[src/rtl/lfsr_gen.sv]
// lfsr_gen: parametrised Fibonacci/Galois LFSR with step enable, parallel load,
// all-zero lock-up recovery, sequence-wrap detection and a measured period.
//
// Ports:
//   clk          rising-edge clock
//   rst_n        asynchronous active-low reset
//   en           advance one step this cycle
//   load         parallel load of din (wins over en)
//   din          load value
//   q            current state (registered)
//   bit_out      serial output, q[WIDTH-1]
//   wrap         one-cycle pulse, state has just returned to the reference value
//   lockup       one-cycle pulse, an all-zero state was recovered to SEED
//   period       length of the last completed sequence (saturating)
//   period_valid period holds a measurement since the last load/reset/recovery
module lfsr_gen #(
    parameter int unsigned       WIDTH = 26,
    parameter int unsigned       MODE  = 0,
    parameter logic [WIDTH-1:0]  TAPS  = WIDTH'(26'h2000023),
    parameter logic [WIDTH-1:0]  SEED  = WIDTH'(1),
    parameter int unsigned       CNT_W = 32
) (
    input  logic             clk,
    input  logic             rst_n,
    input  logic             en,
    input  logic             load,
    input  logic [WIDTH-1:0] din,
    output logic [WIDTH-1:0] q,
    output logic             bit_out,
    output logic             wrap,
    output logic             lockup,
    output logic [CNT_W-1:0] period,
    output logic             period_valid
);

    logic [WIDTH-1:0] ref_q;
    logic [CNT_W-1:0] step_cnt;
    logic [WIDTH-1:0] next_q;
    logic [CNT_W-1:0] cnt_inc;

    // Step function, selected at elaboration time
    generate
        if (MODE == 0) begin : g_fib
            always_comb begin
                next_q = {q[WIDTH-2:0], ^(q & TAPS)};
            end
        end else begin : g_gal
            always_comb begin
                next_q = {q[WIDTH-2:0], 1'b0} ^ (q[WIDTH-1] ? TAPS : '0);
            end
        end
    endgenerate

    // Saturating increment shared by the step counter and the period capture
    always_comb begin
        cnt_inc = (&step_cnt) ? step_cnt : step_cnt + CNT_W'(1);
    end

    assign bit_out = q[WIDTH-1];

    // State, reference and measurement registers; priority load > lock-up > step > hold
    always_ff @(posedge clk or negedge rst_n) begin
        if (!rst_n) begin
            q            <= SEED;
            ref_q        <= SEED;
            step_cnt     <= '0;
            period       <= '0;
            period_valid <= 1'b0;
            wrap         <= 1'b0;
            lockup       <= 1'b0;
        end else begin
            wrap   <= 1'b0;
            lockup <= 1'b0;
            if (load) begin
                q            <= din;
                ref_q        <= din;
                step_cnt     <= '0;
                period_valid <= 1'b0;
            end else if (en) begin
                if (q == '0) begin
                    // All-zero is a fixed point of the XOR network; restart from SEED
                    q            <= SEED;
                    ref_q        <= SEED;
                    step_cnt     <= '0;
                    period_valid <= 1'b0;
                    lockup       <= 1'b1;
                end else begin
                    q <= next_q;
                    if (next_q == ref_q) begin
                        wrap         <= 1'b1;
                        period       <= cnt_inc;
                        period_valid <= 1'b1;
                        step_cnt     <= '0;
                    end else begin
                        step_cnt <= cnt_inc;
                    end
                end
            end
        end
    end

endmodule

[config.mk]
export PLATFORM = sky130hd
export DESIGN_NAME = lfsr_gen
export DESIGN_NICKNAME = d
export VERILOG_FILES = /design/src/rtl/lfsr_gen.sv
export SDC_FILE = /design/constraint.sdc
export NUM_CORES = 1
export LEC_CHECK = 0
export ABC_AREA = 1
export BUFFER_PORTS_ARGS = -buffer_cell sky130_fd_sc_hd__buf_2
export CAP_MARGIN = 0
export CORE_MARGIN = 2
export CORE_UTILIZATION = 37
export CTS_CLUSTER_DIAMETER = 40
export DETAILED_ROUTE_END_ITERATION = 16
export SYNTH_ARGS = -nofsm -noshare
export SYNTH_HDL_FRONTEND = slang
export SYNTH_SLANG_ARGS = --single-unit
[constraint.sdc]
create_clock -name clk -period 2.2 [get_ports clk]
set_clock_uncertainty 0.1 [all_clocks]
set_input_delay 0.22 -clock clk [delete_from_list [all_inputs] [get_ports clk]]
set_output_delay 0.22 -clock clk [all_outputs]
set_load 0.01 [all_outputs]
Word-level counts from Yosys, hierarchy flattened:

Index checks and enable logic that the tools add are counted.

* add/subtract/negate cells: 1
* multipliers: 0
* divide/modulo/power cells: 0
* order comparisons: 0
* equality and inequality tests: 1
* shifts and indexed selects: 0
* muxes and demuxes: 22
* bitwise logic cells: 2
* reduce and logical (&&, ||, !) cells: 9

Operators with widths (number)
* $mux 32: 5
* $mux 26: 6
* $add 32x1->32 const B: 1
* $reduce_and 32->1: 1
* $eq 26x26->1: 1
* $logic_not 26->1: 1
* $reduce_xor 26->1: 1
* $mux 1: 11
* $reduce_and 2->1: 2
* $reduce_and 4->1: 1
* $reduce_bool 2->1: 2
* $reduce_bool 3->1: 1
* $not 1->1: 2

* register bits after elaboration: 119
* latch bits: 0
* memory bits (writable): 0
* memory bits (read-only): 0
* output and inout bits: 62
* memories: 0

Logic depth before layout (Yosys ltp):

Gate-level depths: netlist of run 1.

* depth after elaboration: 6
* mapped depth: 13
* mapped depth without buffers: 12

Least setup slack after synthesis of run 1:

No wires, ideal clock.

* kind: register to register
* start: register q[0]
* end: register period[10]
* library setup time: 0.116 ns
* arrival: 1.921 ns
* data required time: 1.984 ns
* path slack: 0.063 ns
* cell stages (with the launch flop): 13
* buffers on the path: 1
* cell sequence: dfstp_2 inv_1 ha_1 or2_1 nand2_1 nand2_1 nand2_1 nand2_1 nand2_2 nand4_1 buf_2 nand2_1 nand2_1

* longest elaborated chain between the ends: 3
* elaborated cells between the ends (all ways): 5

Ends and longest elaborated chain
* from (decl): RTL line 28 `output logic [WIDTH-1:0] q,`
* from (signal assigned): RTL line 75 `q <= din;`
* from (signal assigned): RTL line 88 `q <= next_q;`
* $reduce_xor 26->1 / $logic_not 26->1 (equally long branches): RTL line 45, 80
* $eq 26x26->1 / $not 1->1 (equally long branches)
* $reduce_and 4->1 (no line) (*)
* to (signal assigned): RTL line 91 `period <= cnt_inc;`
* to (decl): RTL line 32 `output logic [CNT_W-1:0] period,`

Every way passes the cells marked *; elsewhere a longest branch is shown, timed or not.
A chain may end at the register's enable or synchronous reset.

Worst setup path after layout of run 1:

* start: register q[0]
* end: register period[11]

Same word-level chain as after synthesis.

==> results of run 1 <==
final cells by class:
cell class / instances / area [um2]
Tap cell: 220 / 275
Timing Repair Buffer: 159 / 1210
Sequential cell: 119 / 2980
Clock buffer: 25 / 505
Clock inverter: 7 / 115
Multi-Input combinational cell: 647 / 3040
Fill cell: 1641 / 8290
Inverter: 63 / 236
synth_stat cells (all sizes together):
library cell and n:
inv 63, a21oi 4, dfstp 2, clkbuf 11, nand2 424, ha 2, nand4 33, o211ai 18
nor2 86, dfrtp 117, o21ai 14, xor2 12, o221ai 1, nand3 30, or2 1, xnor2 19
buf 20, a22oi 3
worst paths after layout:
check / startpoint / endpoint / slack, ns / cells after the start
setup reg to reg: q[0]$_DFFE_PN1P_ / period[11]$_DFFE_PN0P_ / 0.01 / 13
max in group asynchronous: rst_n / ref_q[7]$_DFFE_PN0P_ / 1.12 / 3
hold reg to reg: period[12]$_DFFE_PN0P_ / period[12]$_DFFE_PN0P_ / 0.37 / 2
setup / recovery: q[0]$_DFFE_PN1P_ / period[11]$_DFFE_PN0P_ / 0.01 / 13
min in group asynchronous: rst_n / step_cnt[5]$_DFFE_PN0P_ / 0.23 / 2
hold / removal: en / q[11]$_DFFE_PN0P_ / 0.11 / 5
layer usage:
metal / vias up / GRT usage / share of wire
met4: 0 / 0.0567 / 0.015
met5: - / 0 / 0
met2: 196 / 0.320 / 0.46
met1: 2784 / 0.295 / 0.47
li1: 2985 / - / -
met3: 24 / 0.0511 / 0.059
power groups by stage:
stage	clock (mW)	sequential [mW]	combinational, mW
after global placement	0	2.45	0.616
after detailed placement	0	2.45	0.622
final	2.94	2.41	0.784
after global routing	3.08	2.43	0.880
after CTS	2.97	2.41	0.731
after floorplan	0	2.45	0.344
registers in the layout, summed over array words and instances (netlist names):
name	flops
period	32
step_cnt	32
wrap	1
period_valid	1
lockup	1
q	26
ref_q	26
worst min-delay path, stage by stage:
cell	delay, ns
buf_2	0.15
inv_2	0.05
nor2_1	0.04
nand2_1	0.05
o211ai_1	0.07
cell families after synthesis:
kind of cell / share of synthesized area
buffers and inverters: 0.0648
xor gates and xnor gates: 0.0430
AOI/OAI and AO/OA: 0.0412
DFF: 0.472
and+or+nand+nor: 0.375
adders and majority gates: 0.00396
through the flow:
stage / std cells / hold slack (ns) / setup slack, ns / TNS, ns / utilization
after CTS: 1239 / 0.0939 / 0.000159 / 0 / 0.494
after global routing: 1240 / 0.146 / -0.0820 / -1.96 / 0.502
after detailed placement: 1165 / 0.131 / 0.0177 / 0 / 0.429
after global placement: 1165 / 0.129 / 0.0699 / 0 / 0.429
after floorplan: 860 / -0.176 / 0.0626 / 0 / -
final: 1240 / 0.114 / 0.0135 / 0 / 0.502
repair_timing:
item                       in CTS  in global routing
hold endpoints to repair       82                  0
hold buffers                   27                  0
setup buffers                  13                  0
gates resized for setup         7                 28
pin swaps                       7                 13
cloned                          2                  3
setup endpoints to repair       3                 66
==> results.txt, run 1 <==
TritonCTS buffer count: 17
Vias/cell: 4.83
DP Area: 7150 um2
MaxCap Viol Count: 0
Diodes inserted: 0
Design Area, Final: 8360 um2
Vias in the first global route: 5864
Largest net degree at the start of global routing: 51
Status: finished, final reports clean
Hold violation count in the final report: 0
Initial Util: 0.380
Hold WC Path Type: in -> reg
Via Count: 5989
Crit-path leading delay family: simple AND/OR/NAND/NOR gates
Total wire length: 18300 um
Number of I/O pins: 92
Clock power frac: 0.479
Syn_nets: 892
CP arrival: 2.39 ns
CP Max Fanout: 17
Yosys top cell by area: dfrtp_1
Leak: 4.36 nW
Int Power: 4.58 mW
IO Port Bufs: 91
Setup violators final: 0
NetSw: 1.56 mW
Worst VDD drop: 539 uV
Sw frac: 0.255
Critical path endpoint category: flop
Max-slew violations: 0
Total power: 6.14 mW
Die W: 135 um
Post-DRT Antenna Nets: 0
Drt pass-1 iters: 5
Die Area: 18100 um2
Period utilisation layout: 0.994
Crit path cell chain: inv_2 -> ha_4 -> or2_4 -> nand2_4 -> nand2_4 -> nand2_4 -> nand2_4 -> nand2_4 -> buf_4 -> nand4_1 -> buf_4 -> nand2_1 -> nand2_2
Clock buffer depth: 2
CTS clk-pin slew, worst paths: 0.06 ns
CP Buf/Inv Count: 3
Most common cell after layout, fill and taps aside: nand2_1
Post-Synthesis Cells: 860
Critical Path Source Type: flop
Core Area: 16600 um2
WS Path Type: reg -> reg
CP max stage cell: dfstp_2
CTS H-tree lvls: 4
Synth top area share: 0.463
Pwr per Cell Area: 734 nW/um2
HPWL after detailed placement: 12300 um
Clock latency at the later pin of the worst-skew pair: 0.41 ns
Initial drt markers: 418
CTS tree: yes
Remaining DRCs: 0
Avg WL per Cell: 14.7 um
Commonest non-fill, non-tap cells in the layout: 413 x nand2_1, 117 x dfrtp_1, 90 x buf_2
Tmin final: 2.19 ns
Gate power share: 0.128
Total track usage: 0.209
Worst-Margin Slew: 0.520 ns
Ys Warns: 0
CP required: 2.40 ns
Cell variety after synth: 29
Mean Syn Cell Area: 7.35 um2
Flop pwr share: 0.393
Yosys reg bits: 119
Slowest stage delay, CP: 0.53 ns
RSZ-0062 raised after global routing: yes
Die Y: 135 um
Gr ovfl total: 0
CTS root buffer: clkbuf_16
Layout cells sized above 1: 0.201
Worst rel slew slack: 0.653
Rows: 47
Synth Cell Area: 6320 um2
NumNets Final: 1039
GPL Wtd Cong: 0.953
Initial antenna violation count: 0
Sequential-to-total area share from yosys stat: 0.472
Synth top area cells: dfrtp_1 46%, nand2_1 25%, nor2_1 4.4%, inv_1 3.3%, nand4_1 3.3%
Global-route wire length before repair: 30000 um
Sink Count: 119
Cell mode on critical path: nand2_4
Layout area overhead: 32.3%
Fmax: 0.457 GHz
(Power assumes the default switching activity.)
==> run 2: changes to the inputs <==
Settings changed: CORE_ASPECT_RATIO from default to 1.4, SETUP_SLACK_MARGIN from default to 0.1.
==> results.txt, run 2 (synthesis gave the netlist of run 1 again) <==
Setup crit start: q[0]$_DFFE_PN1P_
Biggest regs: period: 32 flops, step_cnt: 32 flops
NumNets Final: 1028 (-1.1%)
Clock latency at the later pin of the worst-skew pair: 0.42 ns (about the same)
Layout area overhead: 27.8%
Commonest non-fill, non-tap cells in the layout: 421 x nand2_1, 117 x dfrtp_1, 90 x buf_2
Hold WC Path Type: in -> reg
Worst VDD drop: 477 uV (-12%)
Total wire length: 17700 um (-3.1%)
Setup violators final: 0 (unchanged)
TritonCTS buffer count: 17 (unchanged)
Leak: 4.23 nW (-3.0%)
CTS clk-pin slew, worst paths: 0.06 ns (about the same)
Global-route wire length before repair: 28900 um (-3.8%)
R2R setup slack: 0.07 ns (+0.06 ns)
Worst R2R Start: q[0]$_DFFE_PN1P_
Post-DRT Antenna Nets: 0 (unchanged)
Met2 Track Usage GR: 0.372 (+0.0516)
MaxCap Viol Count: 0 (unchanged)
Gr ovfl total: 0 (unchanged)
CTS root buffer: clkbuf_16
Worst-Margin Slew: 0.386 ns (-0.134 ns)
Hold Crit Start: load
Max-slew violations: 0 (unchanged)
Die Area: 18200 um2 (about the same)
HPWL after detailed placement: 12900 um (+5.2%)
Rows: 56 (+19%)
GR Layer Usage met3: 0.0426 (-0.00842)
Period utilisation layout: 0.968 (-0.0260)
Fmax: 0.470 GHz (+2.7%)
RSZ-0062 raised after global routing: yes
Initial drt markers: 269 (-36%)
Die W: 114 um (-15%)
CTS H-tree lvls: 4 (unchanged)
CTS tree: yes
Vias in the first global route: 5767 (-1.7%)
Layout fillers: 1662 (+1.3%)
Pwr per Cell Area: 741 nW/um2 (+0.89%)
CP Max Fanout: 15 (-2)
CP arrival: 2.38 ns (about the same)
Largest net degree at the start of global routing: 66 (+29%)
Via Count: 5912 (-1.3%)
Layout cells sized above 1: 0.180 (-0.0206)
Total track usage: 0.204 (-0.00439)
Initial Util: 0.377 (-0.00235)
Remaining DRCs: 0 (unchanged)
Critical path endpoint category: flop
Initial antenna violation count: 0 (unchanged)
GR peak layer: met2
Hold violation count in the final report: 0 (unchanged)
Sequential Area: 2980 um2 (unchanged)
Worst rel slew slack: 0.743 (+0.0894)
CP required: 2.45 ns (+0.05 ns)
IO Port Bufs: 91 (unchanged)
Tmin final: 2.13 ns (-0.0572 ns)
Footprint of the multi-input gates: 2950 um2 (-2.9%)
Drt pass-1 iters: 5 (unchanged)
Die Y: 159 um (+18%)
Critical Path Source Type: flop
Final std cells w/o fill: 1212 (-2.3%)
DP Cell Count: 1152 (-1.1%)
Vias/cell: 4.88 (+0.99%)
Core Area: 16700 um2 (+0.62%)
Status: finished, final reports clean
Final design utilization: 0.482 (-0.0202)
Met1 usage: 0.231 (-0.0642)
GPL Wtd Cong: 0.906 (-5.0%)
Diodes inserted: 0 (unchanged)
Number of I/O pins: 92 (unchanged)
Clock buffer depth: 2 (unchanged)
Most common cell after layout, fill and taps aside: nand2_1
Avg WL per Cell: 14.6 um (-0.82%)
Sink Count: 119 (unchanged)
WS Path Type: reg -> reg
==> run 2: metrics by stage <==
step / setup TNS [ns] / cell area, um2 / setup slack [ns] / power, mW / hold WS, ns
5_1_grt: -0.722 / 8070 / -0.0468 / 6.25 / 0.0850
2_1_floorplan: 0 / 6350 / 0.0884 / 2.80 / -0.176
6_report: 0 / 8070 / 0.0707 / 5.98 / 0.0712
3_3_place_gp: 0 / 7170 / 0.107 / 3.08 / 0.152
3_5_place_dp: 0 / 7170 / 0.0369 / 3.09 / 0.149
4_1_cts: 0 / 8070 / 0.0580 / 6.05 / 0.0573
==> run 2: critical path, cell delays in order, from the launching register on <==
cell	delay [ns]
dfstp_2	0.54
inv_2	0.05
ha_4	0.20
or2_1	0.22
nand2_1	0.08
nand2_1	0.07
nand2_1	0.08
nand2_1	0.07
nand2_2	0.10
nand3_4	0.10
nor2_4	0.15
buf_12	0.15
nand2_1	0.07
nand2_1	0.07
==> run 2: timing repair <==
action / 4_1_cts / 5_1_grt
pin swaps: 1 / 0
setup endpoints to repair: 33 / 75
hold endpoints to repair: 169 / 0
hold buffers: 27 / 0
setup buffers: 1 / 0
resized for setup: 0 / 3
==> run 2: per-layer routing <==
layer	share of wire	vias up	wire length, um
met5	0	-	0
li1	-	2973	-
met1	0.40	2758	7140
met3	0.040	36	701
met2	0.53	145	9360
met4	0.029	0	520
==> run 2: power by group <==
part           switching [mW]  internal, mW  total, mW
combinational           0.399         0.274      0.673
sequential              0.104          2.30       2.41
clock                    1.05          1.85       2.90
==> run 2: path summary, 6_finish.rpt <==
check / endpoint / cells past startpoint
max: period[5]$_DFFE_PN0P_ / 13
min: q[11]$_DFFE_PN0P_ / 4
max reg2reg: period[5]$_DFFE_PN0P_ / 13
min reg2reg: period[15]$_DFFE_PN0P_ / 2
max in group asynchronous: ref_q[0]$_DFFE_PN1P_ / 3
min in group asynchronous: wrap$_DFF_PN0_ / 3
==> run 2: layout make-up <==
cell class                 count  share of cell area
inverter                      63              0.0296
tap                          203              0.0315
clock inverter                13              0.0209
sequential                   119               0.369
timing repair buffer         148               0.127
clock buffer                  19              0.0561
multi-input combinational    647               0.365
==> run 3: changes to the inputs <==
Settings changed: CTS_BUF_LIST from default to sky130_fd_sc_hd__clkbuf_4.
==> results.txt, run 3 (synthesis gave the netlist of run 1 again) <==
Cell mode on critical path: nand2_1
Final std cells w/o fill: 1215 (+0.25%)
Fin Setup TNS: 0 ns (unchanged)
Reg2reg end: period[5]$_DFFE_PN0P_
Initial Util: 0.377 (unchanged)
Clock latency at the later pin of the worst-skew pair: 0.54 ns (+0.12 ns)
DP Area: 7170 um2 (unchanged)
Crit path cell chain: inv_2 -> ha_4 -> or2_1 -> nand2_1 -> nand2_1 -> nand2_1 -> nand2_1 -> nand2_2 -> nand3_4 -> nor2_4 -> buf_12 -> nand2_1 -> nand2_1
Biggest regs: period: 32 flops, step_cnt: 32 flops
Vias/cell: 4.86 (-0.45%)
Die Area: 18200 um2 (unchanged)
R2R setup slack: 0.04 ns (-0.03 ns)
Global-route wire length before repair: 28800 um (-0.26%)
CTS H-tree lvls: 4 (unchanged)
Total track usage: 0.204 (-0.000599)
Hold violation count in the final report: 0 (unchanged)
CP max stage cell: dfstp_2
Avg WL per Cell: 14.5 um (-0.69%)
TritonCTS buffer count: 17 (unchanged)
CTS root buffer: clkbuf_4
Worst R2R Start: q[0]$_DFFE_PN1P_
Status: finished, final reports clean
IO Port Bufs: 91 (unchanged)
Rows: 56 (unchanged)
Core Area: 16700 um2 (unchanged)
Setup crit start: q[0]$_DFFE_PN1P_
Die W: 114 um (unchanged)
Post-DRT Antenna Nets: 0 (unchanged)
Setup violators final: 0 (unchanged)
Hold WC Path Type: in -> async
Drt pass-1 iters: 8 (+3)
CP Buf/Inv Count: 2 (unchanged)
Leak: 4.09 nW (-3.2%)
Critical path endpoint category: flop
CTS tree: yes
Final design utilization: 0.465 (-0.0174)
Commonest non-fill, non-tap cells in the layout: 421 x nand2_1, 116 x dfrtp_1, 90 x buf_2
Tmin final: 2.16 ns (+0.0305 ns)
Die Y: 159 um (unchanged)
Design Area, Final: 7780 um2 (-3.6%)
Worst rel slew slack: 0.738 (-0.00483)
Layout area overhead: 23.2%
MaxCap Viol Count: 0 (unchanged)
Layout cells sized above 1: 0.180 (-0.000357)
Period utilisation layout: 0.982 (+0.0139)
Initial drt markers: 257 (-4.5%)
RSZ-0062 raised after global routing: yes
Max-slew violations: 0 (unchanged)
DP Cell Count: 1152 (unchanged)
Via Count: 5900 (-0.20%)
Critical path depth in cells: 13 (unchanged)
Sink Count: 119 (unchanged)
Critical Path Source Type: flop
Initial antenna violation count: 1 (+1)
CTS clk-pin slew, worst paths: 0.13 ns (+0.07 ns)
Crit-path leading delay family: simple AND/OR/NAND/NOR gates
Slowest stage delay, CP: 0.56 ns (+0.02 ns)
Worst-Margin Slew: 0.393 ns (+0.00724 ns)
CP Max Fanout: 15 (unchanged)
Remaining DRCs: 0 (unchanged)
GPL Wtd Cong: 0.906 (unchanged)
Gr ovfl total: 0 (unchanged)
Total wire length: 17600 um (-0.44%)
Number of I/O pins: 92 (unchanged)
Worst VDD drop: 424 uV (-11%)
Largest net degree at the start of global routing: 66 (unchanged)
Clock buffer depth: 2 (unchanged)
Fmax: 0.463 GHz (-1.4%)
Vias in the first global route: 5733 (-0.59%)
HPWL after detailed placement: 12900 um (unchanged)
Hold WS: 0.105 ns (+0.0337 ns)
Most common cell after layout, fill and taps aside: nand2_1
NumNets Final: 1030 (+0.19%)
Worst R2R Path Depth: 13 (unchanged)
CP arrival: 2.53 ns (+0.15 ns)
WS Path Type: reg -> reg
CP required: 2.57 ns (+0.12 ns)
Pwr per Cell Area: 614 nW/um2 (-17%)
==> run 3: cell types whose count changed in the layout (fill, tap and decap cells not counted), sizes merged <==
cell,change
clkbuf,-2
diode,+1
dlygate4sd3,+2
clkinv,+2
==> run 3: layout make-up <==
type                    instances  area, um2
diodes                          1       2.50
clock buffers                  17        128
clock inverters                15        176
fillers                      1705       8970
inverters                      63        239
multi-input cells             647       2950
flip-flops and latches        119       2980
well taps                     203        254
repair buffers                150       1050
==> run 3: worst register-to-register path, stage by stage (launching register included) <==
cell and delay (ns):
dfstp_2 0.56, inv_2 0.05, ha_4 0.20, or2_1 0.22
nand2_1 0.08, nand2_1 0.06, nand2_1 0.08, nand2_1 0.07
nand2_2 0.10, nand3_4 0.10, nor2_4 0.16, buf_12 0.16
nand2_1 0.08, nand2_1 0.07
==> run 3: per-stage QoR <==
| stage | worst slack, ns | total power [mW] |
|---|---|---|
| 3_5_place_dp | 0.0369 | 3.09 |
| 3_3_place_gp | 0.107 | 3.08 |
| 2_1_floorplan | 0.0884 | 2.80 |
| 6_report | 0.0402 | 4.78 |
| 5_1_grt | -0.0760 | 5.03 |
| 4_1_cts | 0.0356 | 4.83 |
==> run 3: power by group <==
group          leakage (nW)  internal (mW)  switching, mW  total (mW)
sequential             1.55           2.30          0.102        2.40
clock                 0.150          0.792          0.908        1.70
combinational          2.39          0.276          0.399       0.676
==> run 3: what timing repair did <==
item / 4_1_cts / 5_1_grt
setup buffers: 1 / 0
setup endpoints to repair: 34 / 87
hold endpoints to repair: 171 / 0
hold buffers: 29 / 0
pin swaps: 1 / 0
gates resized for setup: 0 / 5
==> run 3: worst max-delay path by stage <==
stage | endpoint | slack (ns)
after floorplan | period[0]$_DFFE_PN0P_ | 0.09
after global placement | period[22]$_DFFE_PN0P_ | 0.11
after detailed placement | period[22]$_DFFE_PN0P_ | 0.04
after CTS | period[5]$_DFFE_PN0P_ | 0.04
after global routing | period[5]$_DFFE_PN0P_ | -0.08
final | period[5]$_DFFE_PN0P_ | 0.04
==> run 3: metal layers <==
metal,vias up,GRT usage,routed length (um)
li1,2977,-,-
met1,2734,0.230,7040
met2,159,0.373,9400
met3,30,0.0442,775
met4,0,0.0767,424
met5,-,0,0
